## src/rtl/fibo_controller.sv

```systemverilog
// Moore controller that sequences a 4-register Fibonacci datapath to compute F(N) mod 2^size.
// R0/R1 hold the Fibonacci pair, R2 holds the constant 1 and R3 counts the remaining iterations.
module fibo_controller #(
    parameter int              size    = 4,
    parameter logic [size-2:0] OP_ADD  = 3'b000,
    parameter logic [size-2:0] OP_SUB  = 3'b001,
    parameter logic [size-2:0] OP_PASS = 3'b010
) (
    input  logic            Clk,
    input  logic            Rst_n,
    input  logic            start,
    input  logic [size-1:0] n_in,
    input  logic            zero_flag,
    output logic [1:0]      wrt_addr,
    output logic            wrt_en,
    output logic            load_data,
    output logic [1:0]      rd_addr1,
    output logic [1:0]      rd_addr2,
    output logic [size-2:0] alu_opcode,
    output logic [size-1:0] count,
    output logic            busy,
    output logic            done
);

    typedef enum logic [3:0] {
        IDLE   = 4'd0,
        LD_N   = 4'd1,
        LD_A   = 4'd2,
        LD_B   = 4'd3,
        LD_ONE = 4'd4,
        CHK    = 4'd5,
        ADD    = 4'd6,
        WR     = 4'd7,
        DEC    = 4'd8,
        WB     = 4'd9,
        RES    = 4'd10,
        DONE   = 4'd11
    } state_t;

    state_t          state_q, state_d;
    logic [size-1:0] n_q, n_d;
    logic            old_q, old_d;
    logic            res_sel_q, res_sel_d;
    // Set once a result exists; until then IDLE drives opcode 0 so every output is 0 out of reset.
    logic            hold_q, hold_d;

    always_ff @(posedge Clk or negedge Rst_n) begin
        if (!Rst_n) begin
            state_q   <= IDLE;
            n_q       <= '0;
            old_q     <= 1'b0;
            res_sel_q <= 1'b0;
            hold_q    <= 1'b0;
        end else begin
            state_q   <= state_d;
            n_q       <= n_d;
            old_q     <= old_d;
            res_sel_q <= res_sel_d;
            hold_q    <= hold_d;
        end
    end

    always_comb begin
        state_d    = state_q;
        n_d        = n_q;
        old_d      = old_q;
        res_sel_d  = res_sel_q;
        hold_d     = hold_q;
        wrt_addr   = 2'd0;
        wrt_en     = 1'b0;
        load_data  = 1'b0;
        rd_addr1   = 2'd0;
        rd_addr2   = 2'd0;
        alu_opcode = '0;
        count      = '0;
        busy       = 1'b0;
        done       = 1'b0;

        case (state_q)
            IDLE: begin
                rd_addr1   = {1'b0, res_sel_q};
                rd_addr2   = {1'b0, res_sel_q};
                alu_opcode = hold_q ? OP_PASS : '0;
                if (start) begin
                    state_d = LD_N;
                    n_d     = n_in;
                    old_d   = 1'b0;
                end
            end
            LD_N: begin
                busy      = 1'b1;
                wrt_en    = 1'b1;
                load_data = 1'b1;
                wrt_addr  = 2'd3;
                count     = n_q;
                state_d   = LD_A;
            end
            LD_A: begin
                busy      = 1'b1;
                wrt_en    = 1'b1;
                load_data = 1'b1;
                wrt_addr  = 2'd0;
                state_d   = LD_B;
            end
            LD_B: begin
                busy      = 1'b1;
                wrt_en    = 1'b1;
                load_data = 1'b1;
                wrt_addr  = 2'd1;
                count     = size'(1);
                state_d   = LD_ONE;
            end
            LD_ONE: begin
                busy      = 1'b1;
                wrt_en    = 1'b1;
                load_data = 1'b1;
                wrt_addr  = 2'd2;
                count     = size'(1);
                state_d   = CHK;
            end
            CHK: begin
                busy       = 1'b1;
                rd_addr1   = 2'd3;
                rd_addr2   = 2'd3;
                alu_opcode = OP_PASS;
                state_d    = zero_flag ? RES : ADD;
            end
            ADD: begin
                busy       = 1'b1;
                rd_addr1   = 2'd0;
                rd_addr2   = 2'd1;
                alu_opcode = OP_ADD;
                state_d    = WR;
            end
            // The sum overwrites the older pair member, which then becomes the newer one.
            WR: begin
                busy     = 1'b1;
                wrt_en   = 1'b1;
                wrt_addr = {1'b0, old_q};
                old_d    = ~old_q;
                state_d  = DEC;
            end
            DEC: begin
                busy       = 1'b1;
                rd_addr1   = 2'd3;
                rd_addr2   = 2'd2;
                alu_opcode = OP_SUB;
                state_d    = WB;
            end
            WB: begin
                busy     = 1'b1;
                wrt_en   = 1'b1;
                wrt_addr = 2'd3;
                state_d  = CHK;
            end
            RES: begin
                busy       = 1'b1;
                rd_addr1   = {1'b0, old_q};
                rd_addr2   = {1'b0, old_q};
                alu_opcode = OP_PASS;
                res_sel_d  = old_q;
                hold_d     = 1'b1;
                state_d    = DONE;
            end
            DONE: begin
                done       = 1'b1;
                rd_addr1   = {1'b0, res_sel_q};
                rd_addr2   = {1'b0, res_sel_q};
                alu_opcode = OP_PASS;
                state_d    = IDLE;
            end
            default: state_d = IDLE;
        endcase
    end

endmodule
```

## config.mk

```make
export PLATFORM = sky130hd
export DESIGN_NAME = fibo_controller
export DESIGN_NICKNAME = d
export VERILOG_FILES = /design/src/rtl/fibo_controller.sv
export SDC_FILE = /design/constraint.sdc
export NUM_CORES = 1
export LEC_CHECK = 0
export BUFFER_PORTS_ARGS = -buffer_cell sky130_fd_sc_hd__buf_2
export CAP_MARGIN = 20
export CELL_PAD_IN_SITES_DETAIL_PLACEMENT = 0
export CELL_PAD_IN_SITES_GLOBAL_PLACEMENT = 1
export CORE_MARGIN = 2
export CORE_UTILIZATION = 32
export DETAILED_ROUTE_END_ITERATION = 10
export PLACE_DENSITY_LB_ADDON = 0.1
export SLEW_MARGIN = 15
export SYNTH_ARGS = -nofsm -noshare
export SYNTH_HDL_FRONTEND = slang
export SYNTH_SLANG_ARGS = --single-unit
```

## constraint.sdc

```tcl
create_clock -name Clk -period 1.4 [get_ports Clk]
set_clock_uncertainty 0.1 [all_clocks]
set_input_delay 0.07 -clock Clk [delete_from_list [all_inputs] [get_ports Clk]]
set_output_delay 0.07 -clock Clk [all_outputs]
set_load 0.03 [all_outputs]
```

==> impl_results.md, run 1 <==
* Outcome: complete, but fails checks
* Failing checks: setup timing
* Sequential Area at 279 um2
* Insertion delay to the later sink of the worst-skew pair at 0.26 ns
* Synth cell count leaders: dfrtp_1 (11), nand2_1 (10), a21oi_1 (9)
* Max Root-Sink Buffers at 2
* Total wire length at 2640 um
* Crit Path Max Fanout at 6
* Syn Nets at 101
* Crit path DAT at 1.60 ns
* Final period utilization at 127%
* Design area at 1660 um2
* Vias/cell at 4.91
* Die W at 54.2 um
* Synth area leader: dfrtp_1
* CTS tree: built
* # fillers at 189
* Starting Density at 33.1%
* Most common cell in the netlist: dfrtp_1
* Final Wtd Congestion at 0.806
* YS warnings at 0
* Seq cells post-synth at 11
* Grt met2 use at 32.1%
* Synth Flop Type: dfrtp_1
* PwrDens at 2830 nW/um2
* GRT Total Usage at 18.6%
* Sequential area share after synthesis at 34.2%
* Crit-path leading delay family: simple AND/OR/NAND/NOR gates
* Setup crit end kind: primary output
* Fmax achieved at 564 MHz
* Crit path time final at 1.77 ns
* Bufs and invs on worst path at 2
* CTS buffer count at 3
* LEAKAGE at 0.768 nW
* Final Setup Violations at 23
* Post-synth EDFFs at 0
* GRT overflow at 0
* Placement Rows at 18
* Max_cap viols at 0
* RSZ-0062 raised after global routing: true
* TritonRoute pass-1 iters at 4
* Die height at 54.2 um
* Via Count at 923
* CP Data Required Time at 1.23 ns
* Critical path start-end classification: flop to primary output
* Vias in the first global route at 864
* # port buffers at 23
* Avg WL per Cell at 14.1 um
* Slew Viols, Final at 0
* First-pass GRT wire length at 3860 um
* Total Nets Final at 167
* Met3 Usage GRT at 1.67%
* Largest net degree at the start of global routing at 12
* CTS Root Cell: clkbuf_4
* Final setup margin at -0.373 ns
* Area Growth Syn to Fin at 106%
* Post-synth ARST share at 100%
* Starting DRT DRC Count at 12
* Main area contributors after synthesis: dfrtp_1 (34%), mux2_4 (7.5%), a21oi_1 (5.6%), nand2_1 (4.7%), and3_1 (3.9%)
* Clock Pin Slew Worst Setup and Hold Paths at 0.07 ns
* Clock tree sinks at 11
* H-Tree Depth at 1
* Post-DP HPWL at 1720 um
* DIE AREA at 2940 um2
* Hold Vio Cnt, Final at 0
* Met1 GRT Util at 23.5%
* I/O pin count at 25
* Final ANT Viol Nets at 0
* Layout cells sized above 1 at 70.3%
* Top cell type's share of synthesized area at 34.2%
* Crit start category: flop
* # diodes at 0
* Unique masters post-synth at 34
* DP Area at 1180 um2
* Slowest CP cell: or4_4
* Initial antenna violation count at 0
* Global route hottest layer: met2
* Cells after Synth at 93
* Post-Syn Area at 806 um2
* Crit path cell chain: inv_2 > or4_4 > o211ai_1 > buf_4
* Layout Utilization at 68.1%
* Critical Path Max Stage Delay at 0.52 ns
* Core box area at 2430 um2
* Syn Area/Cell at 8.66 um2
* Peak VDD IR at 1.95 mV
* Hold Crit Class: input port to asynchronous set/reset pin
* Drt drc at 0
* Multi-input logic area at 667 um2
==> metrics by stage <==
step / worst slack (ns) / hold slack (ns) / instances / power, mW / setup TNS [ns]
2_1_floorplan: -0.125 / -0.326 / 93 / 2.43 / -0.692
3_5_place_dp: -0.208 / -0.147 / 164 / 3.28 / -1.86
3_3_place_gp: -0.202 / -0.149 / 164 / 3.27 / -1.68
4_1_cts: -0.356 / 0.100 / 185 / 4.23 / -4.77
6_report: -0.373 / 0.101 / 188 / 4.69 / -4.79
5_1_grt: -0.435 / 0.108 / 188 / 4.97 / -6.21
==> final timing paths <==
check                                        from                     end  slack, ns  depth (start not counted)
max                        state_q[3]$_DFFE_PN0P_             rd_addr1[0]      -0.37                          4
min                                         Rst_n      n_q[3]$_DFFE_PN0P_       0.10                          2
max reg2reg                state_q[1]$_DFFE_PN0P_      n_q[2]$_DFFE_PN0P_      -0.23                          5
min reg2reg                    hold_q$_DFFE_PN0N_      hold_q$_DFFE_PN0N_       0.39                          1
max in group asynchronous                   Rst_n  state_q[3]$_DFFE_PN0P_       0.88                          2
min in group Clk                            start      n_q[1]$_DFFE_PN0P_       0.13                          3
==> cell families after synthesis <==
| family | share of synthesized area [%] |
|---|---|
| and+or+nand+nor | 27.2 |
| AOI/OAI and AO/OA | 18.6 |
| DFF | 34.2 |
| buffers and inverters | 7.30 |
| muxes | 10.1 |
| xor gates and xnor gates | 2.17 |
| other | 0.465 |
==> metal layers <==
layer	part of all wire, %	wire length (um)	vias up
met2	50	1320	27
met3	3.4	89	6
li1	-	-	456
met4	2.7	72	0
met1	44	1160	434
met5	0	0	-
==> power breakdown <==
group	leakage (nW)	internal, mW	switching (mW)
clock	0.0150	0.110	0.0978
sequential	0.128	0.484	0.187
combinational	0.625	1.97	1.83
total	0.768	2.57	2.12
==> cells in the final DEF, fill, tap and decap left out, types with 2 or more instances in the layout <==
cell type,Yosys,final
nand2_4,0,2
and2_4,0,2
and3_1,5,4
dfrtp_2,0,3
nor2_2,0,2
nor2_4,0,4
buf_6,0,31
nand2_1,10,7
nand2b_4,0,2
o22ai_2,0,2
a21oi_2,0,6
dlygate4sd3_1,0,6
o211ai_1,3,3
buf_4,3,26
nor2b_1,3,2
nand2_2,1,2
o21ai_1,3,2
clkbuf_4,0,3
or2_1,2,2
a21oi_4,0,2
mux2_4,4,4
buf_2,5,7
dfrtp_1,11,8
==> area by class of cell <==
| class | count | area share (%) |
|---|---|---|
| multi-input cells | 71 | 40.3 |
| repair buffers | 70 | 38.6 |
| flip-flops and latches | 11 | 16.8 |
| well taps | 30 | 2.27 |
| clock buffers | 4 | 1.59 |
| inverters | 2 | 0.453 |
==> what timing repair did <==
| item | CTS | global route |
|---|---|---|
| resized for setup | 49 | 32 |
| pin swaps | 6 | 10 |
| buffers inserted | 11 | 3 |
| endpoints found under the hold margin | 16 | 0 |
| hold buffers | 6 | 0 |
| endpoints found under the setup margin | 23 | 26 |
==> sequential cells by signal (all words and copies together), names as in the netlist <==
signal,flops
old_q,1
res_sel_q,1
state_q,4
n_q,4
hold_q,1
No activity file was read; power rests on OpenSTA's default activity.
==> run 2, diff against run 1 <==
PLACE_DENSITY = 0.81   (was default)
PLACE_DENSITY_LB_ADDON = default   (was 0.1)
==> impl_results.md, run 2 (synthesis results as in run 1) <==
* Post-DP HPWL at 1680 um (-2.4%)
* Crit start category: flop
* Failing checks: setup timing
* Insertion delay to the later sink of the worst-skew pair at 0.28 ns (+0.02 ns)
* Crit path DAT at 1.61 ns (about the same)
* Avg WL per Cell at 14.8 um (+4.9%)
* First-pass GRT wire length at 4060 um (+5.2%)
* Final Setup Violations at 23 (unchanged)
* Reg2Reg Launch Point: state_q[2]$_DFFE_PN0P_
* Total Nets Final at 159 (-4.8%)
* Drt drc at 0 (unchanged)
* Outcome: complete, but fails checks
* CTS tree: built
* RSZ-0062 raised after global routing: true
* # port buffers at 23 (unchanged)
* Largest regs: n_q: 4 flops, state_q: 4 flops
* Starting Density at 33.1% (unchanged)
* Worst setup startpoint: state_q[1]$_DFFE_PN0P_
* Hold Crit Class: input port to asynchronous set/reset pin
* Die height at 54.2 um (unchanged)
* Crit path time final at 1.78 ns (+0.00832 ns)
* H-Tree Depth at 1 (unchanged)
* Die W at 54.2 um (unchanged)
* Core box area at 2430 um2 (unchanged)
* PwrDens at 2820 nW/um2 (-0.32%)
* Fmax achieved at 561 MHz (-0.47%)
* Area Growth Syn to Fin at 92.1%
* Via Count at 922 (-0.11%)
* I/O pin count at 25 (unchanged)
* Most frequent cells in the layout: buf_4 (28), buf_6 (21), dfrtp_1 (8)
* DIE AREA at 2940 um2 (unchanged)
* # diodes at 0 (unchanged)
* Final setup margin at -0.381 ns (-0.00832 ns)
* Critical path start-end classification: flop to primary output
* Largest net degree at the start of global routing at 12 (unchanged)
* CTS buffer count at 3 (unchanged)
* Hold Vio Cnt, Final at 0 (unchanged)
* Slew Viols, Final at 0 (unchanged)
* Non-filler cells, final at 180 (-4.3%)
* Max Root-Sink Buffers at 2 (unchanged)
* Placement Rows at 18 (unchanged)
* Vias/cell at 5.12 (+4.3%)
* Final ANT Viol Nets at 0 (unchanged)
* Max_cap viols at 0 (unchanged)
* Clock Pin Slew Worst Setup and Hold Paths at 0.07 ns (about the same)
* CP Data Required Time at 1.23 ns (about the same)
* Crit Path Max Fanout at 7 (+1)
* Placed cells at 162 (-1.2%)
* GRT overflow at 0 (unchanged)
* Clock tree sinks at 11 (unchanged)
* Vias in the first global route at 856 (-0.93%)
* Final period utilization at 127% (+0.59 points)
* Setup crit end kind: primary output
* Total wire length at 2660 um (+0.42%)
* Commonest non-fill, non-tap cell in the layout: buf_4
* CTS Root Cell: clkbuf_4
* GRT Total Usage at 19.6% (+1.0 points)
* LEAKAGE at 0.710 nW (-7.5%)
* Peak VDD IR at 2.09 mV (+7.0%)
* Starting DRT DRC Count at 10 (-2)
* TritonRoute pass-1 iters at 4 (unchanged)
* Initial antenna violation count at 0 (unchanged)
* TNS Setup at -4.89 ns (-0.0987 ns)
* Layout Utilization at 63.6% (-4.5 points)
* Layout cells sized above 1 at 65.3% (-4.9 points)
* Final Wtd Congestion at 0.789 (-2.1%)
run 2: report_power, final:
part | switching, mW | total [mW] | internal (mW)
combinational | 1.74 | 3.46 | 1.73
clock | 0.118 | 0.229 | 0.111
sequential | 0.191 | 0.675 | 0.484
total | 2.04 | 4.36 | 2.32
run 2: routing by layer:
metal | up-vias | wire, um | track usage, %
met5 | - | 0 | 0
met4 | 0 | 37 | 10.0
li1 | 437 | - | -
met3 | 3 | 64 | 1.67
met1 | 458 | 1200 | 25.1
met2 | 24 | 1350 | 32.5
run 2: final timing paths:
check                      cells past startpoint  slack [ns]                      to
max                                            4       -0.38             rd_addr1[0]
max reg2reg                                    4       -0.13   res_sel_q$_DFFE_PN0N_
max in group asynchronous                      2        0.87  state_q[2]$_DFFE_PN0P_
min in group Clk                               4        0.14  state_q[0]$_DFFE_PN0P_
min                                            2         0.1  state_q[1]$_DFFE_PN0P_
min reg2reg                                    1        0.42      n_q[1]$_DFFE_PN0P_
run 2: repair_timing:
action / in CTS / in global routing
hold endpoints to repair: 16 / 0
buffers inserted: 6 / 2
hold buffers: 6 / 0
endpoints found under the setup margin: 23 / 24
gates resized for setup: 51 / 12
pin swaps: 6 / 1
run 2: through the flow:
stage	hold WS, ns	total power [mW]	worst slack, ns	area (um2)
2_1_floorplan	-0.326	2.43	-0.125	900
3_3_place_gp	-0.151	3.17	-0.159	1170
3_5_place_dp	-0.149	3.21	-0.149	1170
4_1_cts	0.0856	4.11	-0.359	1480
5_1_grt	0.115	4.62	-0.429	1550
6_report	0.0989	4.36	-0.381	1550
run 2: final cells by class:
type                       instances  area (um2)
sequential                        11         279
timing repair buffer              62         542
clock buffer                       4        26.3
fill                             188         885
multi-input combinational         71         656
inverter                           2        7.51
tap                               30        37.5
run 2: critical path, cell delays in order, from the launching register on:
cell      delay, ns
dfrtp_2        0.47
nor2b_1        0.16
or4_1          0.40
o211ai_1       0.10
buf_4          0.19
==> run 3, diff against run 2 <==
==> constraint.sdc (replaced) <==
create_clock -name Clk -period 1.4 [get_ports Clk]
set_clock_uncertainty 0.1 [all_clocks]
set_input_delay 0.28 -clock Clk [delete_from_list [all_inputs] [get_ports Clk]]
set_output_delay 0.28 -clock Clk [all_outputs]
set_load 0.03 [all_outputs]
==> impl_results.md, run 3 (synthesis results as in run 1) <==
* Placement Rows at 18 (unchanged)
* I/O pin count at 25 (unchanged)
* Largest net degree at the start of global routing at 12 (unchanged)
* Die W at 54.2 um (unchanged)
* Total wire length at 2970 um (+12%)
* GRT Total Usage at 20.6% (+0.96 points)
* Max Root-Sink Buffers at 2 (unchanged)
* Commonest non-fill, non-tap cell in the layout: buf_6
* # diodes at 0 (unchanged)
* RSZ-0062 raised after global routing: true
* Fmax achieved at 505 MHz (-10%)
* Peak VDD IR at 1.92 mV (-7.9%)
* Pre-CTS setup slack at -0.382 ns (-0.233 ns)
* Final setup margin at -0.580 ns (-0.198 ns)
* Final Setup Violations at 23 (unchanged)
* Max_cap viols at 0 (unchanged)
* H-Tree Depth at 1 (unchanged)
* Vias in the first global route at 920 (+7.5%)
* Non-filler cells, final at 183 (+1.7%)
* CTS tree: built
* Insertion delay to the later sink of the worst-skew pair at 0.26 ns (-0.02 ns)
* Final Wtd Congestion at 0.895 (+13%)
* GRT overflow at 0 (unchanged)
* Die height at 54.2 um (unchanged)
* Area Growth Syn to Fin at 110%
* Final ANT Viol Nets at 0 (unchanged)
* DIE AREA at 2940 um2 (unchanged)
* Crit path DAT at 1.60 ns (about the same)
* Clock tree sinks at 11 (unchanged)
* Total Nets Final at 162 (+1.9%)
* Slew Viols, Final at 0 (unchanged)
* Layout Utilization at 69.4% (+5.8 points)
* Hold Vio Cnt, Final at 0 (unchanged)
* CTS Root Cell: clkbuf_4
* Final period utilization at 141% (+14 points)
* Crit path time final at 1.98 ns (+0.198 ns)
* Avg WL per Cell at 16.2 um (+9.9%)
* Placed cells at 164 (+1.2%)
* Setup crit end kind: primary output
* Starting Density at 33.1% (unchanged)
* Crit start category: flop
* Starting DRT DRC Count at 17 (+7)
* Core box area at 2430 um2 (unchanged)
* Largest regs: n_q: 4 flops, state_q: 4 flops
* CTS buffer count at 3 (unchanged)
* Hold Crit Class: input port to flop
* Final Hold Slack at 0.144 ns (+0.0454 ns)
* Layout cells sized above 1 at 75.8% (+10 points)
* # fillers at 175 (-6.9%)
* Outcome: complete, but fails checks
* Clock Pin Slew Worst Setup and Hold Paths at 0.08 ns (about the same)
* Drt drc at 0 (unchanged)
* First-pass GRT wire length at 4320 um (+6.3%)
* Most frequent cells in the layout: buf_6 (31), buf_4 (26), dfrtp_1 (7), buf_2 (7), nor2_4 (6)
* Via Count at 966 (+4.8%)
* CP Data Required Time at 1.02 ns (-0.21 ns)
* Vias/cell at 5.28 (+3.1%)
* PwrDens at 2930 nW/um2 (+4.0%)
* LEAKAGE at 0.755 nW (+6.3%)
* Crit Path Max Fanout at 7 (unchanged)
* Critical path start-end classification: flop to primary output
* TritonRoute pass-1 iters at 4 (unchanged)
* Post-DP HPWL at 1850 um (+10%)
* Initial antenna violation count at 0 (unchanged)
* Failing checks: setup timing
* # port buffers at 23 (unchanged)
## run 3: cell types whose count changed in the layout (fill, tap and decap cells not counted), sizes merged
cell         delta
buf             +8
dlygate4sd3     -5
## run 3: report_power, final
part	leakage, nW	switching (mW)	internal, mW
Combinational	0.613	1.98	2.06
Sequential	0.127	0.214	0.487
Clock	0.0150	0.107	0.110
## run 3: area by class of cell
| class | count | area [um2] | share of cell area [%] |
|---|---|---|---|
| clock buffers | 4 | 26.3 | 1.56 |
| inverters | 2 | 7.51 | 0.444 |
| multi-input cells | 71 | 748 | 44.3 |
| flip-flops and latches | 11 | 280 | 16.6 |
| well taps | 30 | 37.5 | 2.22 |
| repair buffers | 65 | 589 | 34.9 |
## run 3: worst max-delay path, stage by stage, from the launching register on
cell	delay [ns]
dfrtp_2	0.47
inv_2	0.06
or4_4	0.53
o211ai_1	0.09
buf_4	0.19
## run 3: what timing repair did
| item | in CTS | in global routing |
|---|---|---|
| hold endpoints to repair | 11 | 0 |
| hold buffers | 1 | 0 |
| pin swaps | 6 | 9 |
| gates resized for setup | 52 | 23 |
| setup endpoints to repair | 21 | 24 |
| setup buffers | 9 | 5 |
## run 3: stage by stage
| stage | setup TNS [ns] | area, um2 | power [mW] |
|---|---|---|---|
| 2_1_floorplan | -2.10 | 1000 | 2.71 |
| 3_3_place_gp | -5.24 | 1260 | 3.46 |
| 3_5_place_dp | -5.89 | 1260 | 3.50 |
| 4_1_cts | -8.37 | 1560 | 4.48 |
| 5_1_grt | -10.27 | 1690 | 5.22 |
| 6_report | -9.16 | 1690 | 4.95 |
## run 3: worst paths after layout
kind / startpoint / endpoint / slack, ns / cells after the start
worst max-delay path: state_q[3]$_DFFE_PN0P_ / rd_addr1[0] / -0.58 / 4
worst min-delay path: n_in[3] / n_q[3]$_DFFE_PN0P_ / 0.14 / 2
worst max register to register: state_q[0]$_DFFE_PN0P_ / res_sel_q$_DFFE_PN0N_ / -0.29 / 6
worst min register to register: hold_q$_DFFE_PN0N_ / hold_q$_DFFE_PN0N_ / 0.41 / 1
max in group asynchronous: Rst_n / state_q[1]$_DFFE_PN0P_ / 0.65 / 2
min in group asynchronous: Rst_n / old_q$_DFFE_PN0P_ / 0.31 / 2
## run 3: routing by layer
metal	vias up	wire (um)	track usage [%]
met3	14	119	2.78
met4	0	90	5.00
met5	-	0	0
met2	44	1540	36.5
met1	467	1210	26.0
li1	441	-	-
